**config.mk**
```make
export PLATFORM = sky130hd
export DESIGN_NAME = or_result_fifo
export DESIGN_NICKNAME = d
export VERILOG_FILES = /design/src/rtl/or_result_fifo.sv
export SDC_FILE = /design/constraint.sdc
export NUM_CORES = 1
export LEC_CHECK = 0
export CORE_UTILIZATION = 25
export DETAILED_ROUTE_END_ITERATION = 6
export GPL_TIMING_DRIVEN = 1
export HOLD_SLACK_MARGIN = 0.02
export PLACE_DENSITY = 0.47
export SYNTH_ARGS = -nofsm -noshare
export SYNTH_HDL_FRONTEND = slang
export SYNTH_SLANG_ARGS = --single-unit
```
**constraint.sdc**
```tcl
create_clock -name clk -period 4.8 [get_ports clk]
set_clock_uncertainty 0.1 [all_clocks]
set_input_delay 0.96 -clock clk [delete_from_list [all_inputs] [get_ports clk]]
set_output_delay 0.96 -clock clk [all_outputs]
set_load 0.02 [all_outputs]
```
**src/rtl/or_result_fifo.sv**
```systemverilog
// or_result_fifo: FIFO for or4 result words with a latency of one cycle.
// It also keeps a sticky bitwise-OR accumulator over every word it accepts.
module or_result_fifo #(
    parameter int WIDTH = 4,
    parameter int DEPTH = 4
) (
    input  logic                   clk,
    input  logic                   rst_n,
    input  logic [WIDTH-1:0]       in_data,
    input  logic                   in_valid,
    output logic                   in_ready,
    output logic [WIDTH-1:0]       out_data,
    output logic                   out_valid,
    input  logic                   out_ready,
    input  logic                   acc_clr,
    output logic [WIDTH-1:0]       acc,
    output logic                   acc_full,
    output logic [$clog2(DEPTH):0] level
);
    localparam int AW = $clog2(DEPTH);
    localparam int LW = AW + 1;
    localparam logic [LW-1:0] FULL_LEVEL = LW'(DEPTH);

    logic [WIDTH-1:0] mem [DEPTH];
    logic [AW-1:0]    wr_ptr_reg, wr_ptr_next;
    logic [AW-1:0]    rd_ptr_reg, rd_ptr_next;
    logic [LW-1:0]    level_reg, level_next;
    logic [WIDTH-1:0] acc_reg, acc_next;
    logic             push;
    logic             pop;

    // Handshake flags come only from level_reg, so out_ready cannot reach in_ready.
    assign in_ready  = (level_reg < FULL_LEVEL);
    assign out_valid = (level_reg != '0);
    assign push      = in_valid & in_ready;
    assign pop       = out_valid & out_ready;

    always_comb begin
        wr_ptr_next = wr_ptr_reg;
        rd_ptr_next = rd_ptr_reg;
        level_next  = level_reg;
        if (push) begin
            wr_ptr_next = wr_ptr_reg + 1'b1;
        end
        if (pop) begin
            rd_ptr_next = rd_ptr_reg + 1'b1;
        end
        case ({push, pop})
            2'b10:   level_next = level_reg + 1'b1;
            2'b01:   level_next = level_reg - 1'b1;
            default: level_next = level_reg;
        endcase
    end

    // The clear takes effect before the incoming word is merged in.
    genvar gi;
    generate
        for (gi = 0; gi < WIDTH; gi++) begin : g_acc_bit
            assign acc_next[gi] = acc_clr ? (push & in_data[gi])
                                          : (acc_reg[gi] | (push & in_data[gi]));
        end
    endgenerate

    always_ff @(posedge clk) begin
        if (push) begin
            mem[wr_ptr_reg] <= in_data;
        end
    end

    always_ff @(posedge clk or negedge rst_n) begin
        if (!rst_n) begin
            wr_ptr_reg <= '0;
            rd_ptr_reg <= '0;
            level_reg  <= '0;
            acc_reg    <= '0;
        end else begin
            wr_ptr_reg <= wr_ptr_next;
            rd_ptr_reg <= rd_ptr_next;
            level_reg  <= level_next;
            acc_reg    <= acc_next;
        end
    end

    assign out_data = out_valid ? mem[rd_ptr_reg] : '0;
    assign acc      = acc_reg;
    assign acc_full = &acc_reg;
    assign level    = level_reg;

endmodule
```
==> results.txt, run 1 <==
----------------------------------------------------
[GRT]
  Number of global-route vias before repair ... ~700
  Wire length of the first global-routing pass ... approximately 3400 µm
  Remaining global-route overflow ... 0
  Number of antenna violations at the first check in global routing ... 0
  GRT Overall Usage ... under 10%
  Largest net degree at the start of global routing ... 17

[Pwr]
  Power per Cell Area ... slightly below 600 mW/mm²
  Maximum vdd ir drop ... around 130 µV
  Leakage Power ... around 0.57 nW

[Clock network]
  Clock tree root driver cell ... sky130_fd_sc_hd__clkbuf_8
  Resized cells post-CTS ... 0
  Maximum buffer depth of the clock tree ... 2
  Clk Latency, worst-skew pair ... 0.27 ns
  Clock tree from TritonCTS ... done
  Clock edge transition at the registers on the reported setup and hold paths ... 0.10 ns
  Cts bufs inserted ... 3
  Number of buffers inserted to repair setup after CTS ... 0
  Number of buffers added to fix hold violations after cts ... 0
  Clk sink count ... 27
  Number of H-tree levels ... 1

[Job]
  Max-cap viol count ... 0

[Setup path]
  Cell with the biggest individual delay on the critical path ... sky130_fd_sc_hd__dfrtp_1
  Category of the most critical setup path ... flop to output pin
  CP endpoint kind ... output pin
  Critical path's top delay family ... flip-flops
  Setup slack of the most critical reg-to-reg path ... around 2.7 ns
  Arr. time, crit path ... approximately 2 ns
  CP required ... roughly 3.7 ns
  Worst Path Buf+Inv ... 1
  Worst setup SP type ... flop
  Maximum net fanout on the critical path ... 6
  Max incr delay on CP ... approximately 0.53 ns
  Ordered cell list for the critical path ... mux4_2 -> and2_2 -> clkdlybuf4s50_1

[Yosys]
  Unique masters post-synth ... 20
  Register bit count reported by yosys ... 27
  Mean post-synth cell area ... roughly 14 µm²
  Number of cells produced by synthesis ... 83
  Number of warnings issued by yosys ... 0
  Netlist area before placement ... approximately 0.0012 mm²
  Share of Yosys cell area claimed by the top area cell type ... about two fifths
  Syn Nets ... 98
  Ranking of synthesized cells by area ... sky130_fd_sc_hd__edfxtp_1 40%, sky130_fd_sc_hd__dfrtp_1 23%, sky130_fd_sc_hd__mux4_2 7.6%
  Sequential element share of the synthesized area ... a little under two thirds
  Largest area contributor in the synthesized netlist ... sky130_fd_sc_hd__edfxtp_1

[STA]
  Count of final max-slew check failures ... 0
  Max-slew headroom at the worst pin ... ~65%
  Transition time at the pin with the least slew margin ... around 0.53 ns
  Final-report setup violation count ... 0
  Achievable clock frequency ... approximately 320 MHz
  Post-route clock period utilization ... between 60 and 70%
  Final-layout setup total negative slack ... 0 ns
  Setup repair after global routing missed its margin ... false
  Period minus WS final ... between 3 and 4 ns
  Final Hold Vio Count ... 0

[Detailed routing]
  Detailed-router iteration count before antenna repair ... 6
  Drt first-iter violations ... 21
  DRC ... 0
  Total wirelength of the detailed-routed design ... 2073 µm
  Vias per cell ... 4.114
  Antenna Violating Nets Remaining ... 0
  Detailed-route via count ... 650
  Post-DR wirelength/cell ... about 13 µm

[Final layout]
  Number of flip-flops in the largest register ... 16
  Number of inserted filler cells in the final layout ... 450
  Synth-to-layout area growth ... 25.60%
  Post-route core utilization ... around 33%
  Share of layout cells above drive strength 1 ... about a tenth
  Ant. Diodes ... 0
  Final net count ... about 120
  Most frequent standard cell in the layout excluding fill and tap cells ... sky130_fd_sc_hd__clkdlybuf4s50_1
  Commonest cells after routing, fill and taps aside ... 22 x sky130_fd_sc_hd__clkdlybuf4s50_1, 16 x sky130_fd_sc_hd__edfxtp_1, 11 x sky130_fd_sc_hd__inv_1, 11 x sky130_fd_sc_hd__dfrtp_1, 7 x sky130_fd_sc_hd__and2_1

[Die]
  Chip height ... ~70 µm
  Top Ports ... 23
  Placement Rows ... 24
  Width of the chip ... around 70 µm
  Full die area ... 0.005050 mm²
  Starting density of the core ... 26.65%
  Area of the core ... approximately 0.0045 mm²

[Placement]
  Global placer's final weighted congestion ... around 0.66
  Count of buffers from port buffering ... 22
  Detailed placer's ending HPWL ... between 1500 and 2000 µm

[Hold path]
  Worst hold path type ... flop to flop

[Run status]
  Status ... completed

----------------------------------------------------
==> cell usage after synthesis (all sizes together) <==
master   n
dfrtp   11
inv     11
o21ai    6
mux4     4
nor2     1
and2     9
nand3    1
or3      1
fa       1
and2b    1
nand2    6
ha       5
nor4     1
edfxtp  16
xor2     2
xnor2    4
buf      3
==> through the flow <==
| step | instances | cell area, µm² | hold WS (ns) | power (mW) | worst slack (ns) |
|---|---|---|---|---|---|
| floorplan | 83 | 1192 | 0.4304 | 0.6222 | 2.328 |
| global placement | 154 | 1450 | 0.4142 | 0.7615 | 1.904 |
| detailed placement | 154 | 1450 | 0.4233 | 0.7682 | 1.886 |
| CTS | 158 | 1498 | 0.4413 | 0.8995 | 1.652 |
| global route | 158 | 1498 | 0.4788 | 0.9416 | 1.588 |
| finish | 158 | 1498 | 0.4370 | 0.8812 | 1.684 |
==> metal layers <==
metal  up-vias  track usage, %  wire (µm)
met3         2           1.282         22
met2         7           15.17       1094
met1       321           11.20        922
met4         0           5.333         34
met5         -               0          0
li1        320               -          -
==> report_power, final <==
group	switching [mW]	internal (mW)
registers	0.0495	0.307
logic	0.190	0.206
clock network	0.0697	0.0592
total	0.309	0.572
==> worst paths after layout <==
check,startpoint,endpoint,cells past startpoint
setup / recovery,rd_ptr_reg[0]$_DFFE_PN0P_,out_data[0],3
max in group asynchronous,rst_n,rd_ptr_reg[1]$_DFFE_PN0P_,1
hold / removal,level[0]$_DFFE_PN0P_,level[0]$_DFFE_PN0P_,1
setup reg to reg,level[2]$_DFFE_PN0P_,level[2]$_DFFE_PN0P_,8
min in group asynchronous,rst_n,level[1]$_DFFE_PN0P_,1
hold reg to reg,level[0]$_DFFE_PN0P_,level[0]$_DFFE_PN0P_,1
==> cells by family (layout without fill, tap and decap cells) <==
kind of cell,after synthesis,after routing,share of synthesized area (%)
flops,27,27,63.38
simple gates,20,20,9.444
buf+inv,14,37,5.771
fa+ha+maj,6,6,6.926
compound gates,6,6,2.518
xor+xnor,6,6,4.407
mux,4,4,7.555
==> layout make-up <==
type	instances	area (µm²)	area share [%]
Clock buffer	3	41.29	2.757
Clock inverter	1	6.256	0.4177
Tap cell	52	65.06	4.344
Multi-Input combinational cell	42	367.9	24.56
Inverter	11	41.29	2.757
Sequential cell	27	755.7	50.46
Timing Repair Buffer	22	220.2	14.70
Note: power is estimated with default switching activity, not from simulation.
==> run 2: changes to the inputs <==
==> constraint.sdc (replaced) <==
create_clock -name clk -period 3.26 [get_ports clk]
set_clock_uncertainty 0.1 [all_clocks]
set_input_delay 0.652 -clock clk [delete_from_list [all_inputs] [get_ports clk]]
set_output_delay 0.652 -clock clk [all_outputs]
set_load 0.02 [all_outputs]
==> results.txt, run 2 (synthesized netlist as in run 1, its figures left out) <==
----------------------------------------------------
[Pwr]
  Power per Cell Area ... about 870 mW/mm²
  Post-layout total power ... 1.295 mW
  Maximum vdd ir drop ... roughly 210 µV
  Leakage Power ... 0.5692 nW

[Detailed routing]
  Detailed-router iteration count before antenna repair ... 5
  Vias per cell ... about 4.3
  Antenna Violating Nets Remaining ... 0
  Total wirelength of the detailed-routed design ... between 2000 and 2500 µm
  Detailed-route via count ... 684
  Wire length on met1 ... between 800 and 900 µm
  Wire length on met3 ... 18 µm
  Met2 WL ... between 1000 and 1500 µm
  Post-DR wirelength/cell ... 13.46 µm
  Uppermost layer routed ... met4
  Drt first-iter violations ... 19
  DRC ... 0

[Setup path]
  Category of the most critical setup path ... flop to output pin
  Worst setup SP type ... flop
  Maximum net fanout on the critical path ... 6
  Setup slack of the most critical reg-to-reg path ... around 1.1 ns
  CP endpoint kind ... output pin
  Arr. time, crit path ... roughly 2.0 ns
  CP required ... between 2 and 3 ns

[Job]
  Max-cap viol count ... 0

[Run status]
  Status ... completed

[Clock network]
  Clk sink count ... 27
  Maximum buffer depth of the clock tree ... 2
  Clock tree from TritonCTS ... done
  Number of H-tree levels ... 1
  Clk Latency, worst-skew pair ... between 0.2 and 0.3 ns
  Number of buffers inserted to repair setup after CTS ... 0
  Resized cells post-CTS ... 0
  Cts bufs inserted ... 3
  Number of buffers added to fix hold violations after cts ... 0
  Clock tree root driver cell ... sky130_fd_sc_hd__clkbuf_8
  Clock edge transition at the registers on the reported setup and hold paths ... roughly 0.090 ns

[STA]
  Period minus WS final ... approximately 2.8 ns
  Post-route clock period utilization ... 85.72%
  Count of final max-slew check failures ... 0
  Transition time at the pin with the least slew margin ... 0.5046 ns
  Final Hold Vio Count ... 0
  Setup repair after global routing missed its margin ... false
  Final-report setup violation count ... 0
  Achievable clock frequency ... roughly 360 MHz
  Final-layout setup total negative slack ... 0 ns
  Max-slew headroom at the worst pin ... 66.26%

[Final layout]
  Synth-to-layout area growth ... 25.39%
  Number of inserted filler cells in the final layout ... roughly 450
  Share of layout cells above drive strength 1 ... 9.434%
  Commonest cells after routing, fill and taps aside ... 22 x sky130_fd_sc_hd__clkdlybuf4s50_1, 16 x sky130_fd_sc_hd__edfxtp_1, 11 x sky130_fd_sc_hd__inv_1, 11 x sky130_fd_sc_hd__dfrtp_1, 7 x sky130_fd_sc_hd__and2_1
  Layout Cell Area excl Fill ... approximately 0.0015 mm²
  Cell Count, Final, Fillers Out ... 158
  Final net count ... ~120
  Most frequent standard cell in the layout excluding fill and tap cells ... sky130_fd_sc_hd__clkdlybuf4s50_1
  Ant. Diodes ... 0
  Number of flip-flops in the largest register ... 16

[Placement]
  Post-Place Cell Area ... around 0.0015 mm²
  Global placer's final weighted congestion ... approximately 0.65
  # placed instances ... about 150
  Count of buffers from port buffering ... 22
  Detailed placer's ending HPWL ... roughly 1700 µm

[Die]
  Full die area ... slightly above 0.005 mm²
  Top Ports ... 23
  Chip height ... 71.06 µm
  Starting density of the core ... a little over a quarter
  Area of the core ... 0.004474 mm²
  Placement Rows ... 24
  Width of the chip ... 71.06 µm

[GRT]
  Largest net degree at the start of global routing ... 15
  Wire length of the first global-routing pass ... roughly 3500 µm
  Remaining global-route overflow ... 0
  Number of global-route vias before repair ... a little over 700
  Number of antenna violations at the first check in global routing ... 0
  GRT Overall Usage ... under 10%

[Hold path]
  Worst hold path type ... flop to flop

----------------------------------------------------
-- run 2: cell types whose count changed in the layout (fill, tap and decap cells not counted), sizes merged --
cell,before,now
clkbuf,3,4
inv,12,11
-- run 2: metrics by stage --
step / hold WS, ns / setup slack [ns] / util [%]
finish: 0.4190 / 0.4654 / 33.42
floorplan: 0.2564 / 1.096 / -
CTS: 0.4244 / 0.4396 / 33.42
global placement: 0.4147 / 0.6715 / 32.41
detailed placement: 0.4090 / 0.6452 / 32.41
global route: 0.4859 / 0.3664 / 33.42
-- run 2: area by class of cell --
class | count | area [µm²] | area share, %
Timing Repair Buffer | 22 | 220.2 | 14.73
Tap cell | 52 | 65.06 | 4.351
Sequential cell | 27 | 755.7 | 50.54
Inverter | 11 | 41.29 | 2.762
Multi-Input combinational cell | 42 | 367.9 | 24.60
Clock buffer | 4 | 45.04 | 3.013
-- run 2: critical path, stage by stage (launching register included) --
cell and delay, ns:
sky130_fd_sc_hd__dfrtp_1 0.53, sky130_fd_sc_hd__mux4_2 0.53, sky130_fd_sc_hd__and2_2 0.19, sky130_fd_sc_hd__clkdlybuf4s50_1 0.53
-- run 2: path summary, 6_finish.rpt --
check,startpoint,to,depth (start not counted)
min,level[0]$_DFFE_PN0P_,level[0]$_DFFE_PN0P_,1
min in group asynchronous,rst_n,level[1]$_DFFE_PN0P_,1
min reg2reg,level[0]$_DFFE_PN0P_,level[0]$_DFFE_PN0P_,1
max reg2reg,level[2]$_DFFE_PN0P_,level[1]$_DFFE_PN0P_,6
max,rd_ptr_reg[0]$_DFFE_PN0P_,out_data[0],3
max in group asynchronous,rst_n,wr_ptr_reg[1]$_DFFE_PN0P_,1
-- run 2: layer usage --
layer  vias up  global-route usage [%]
met2         7                   16.35
met3         2                  0.8547
met5         -                       0
met4         0                   5.333
met1       352                   11.24
li1        323                       -
-- run 2: power by group --
part	internal, mW	total [mW]	switching (mW)
clock network	0.0872	0.182	0.0947
logic	0.303	0.590	0.287
registers	0.453	0.523	0.0698
==> run 3: changes to the inputs <==
--- a/config.mk
+++ b/config.mk
@@ -13,3 +13,4 @@
 export SYNTH_ARGS = -nofsm -noshare
 export SYNTH_HDL_FRONTEND = slang
 export SYNTH_SLANG_ARGS = --single-unit
+export TNS_END_PERCENT = 30
==> results of run 3 <==
Same layout as run 2: the final DEF is identical, and so are final timing and power.
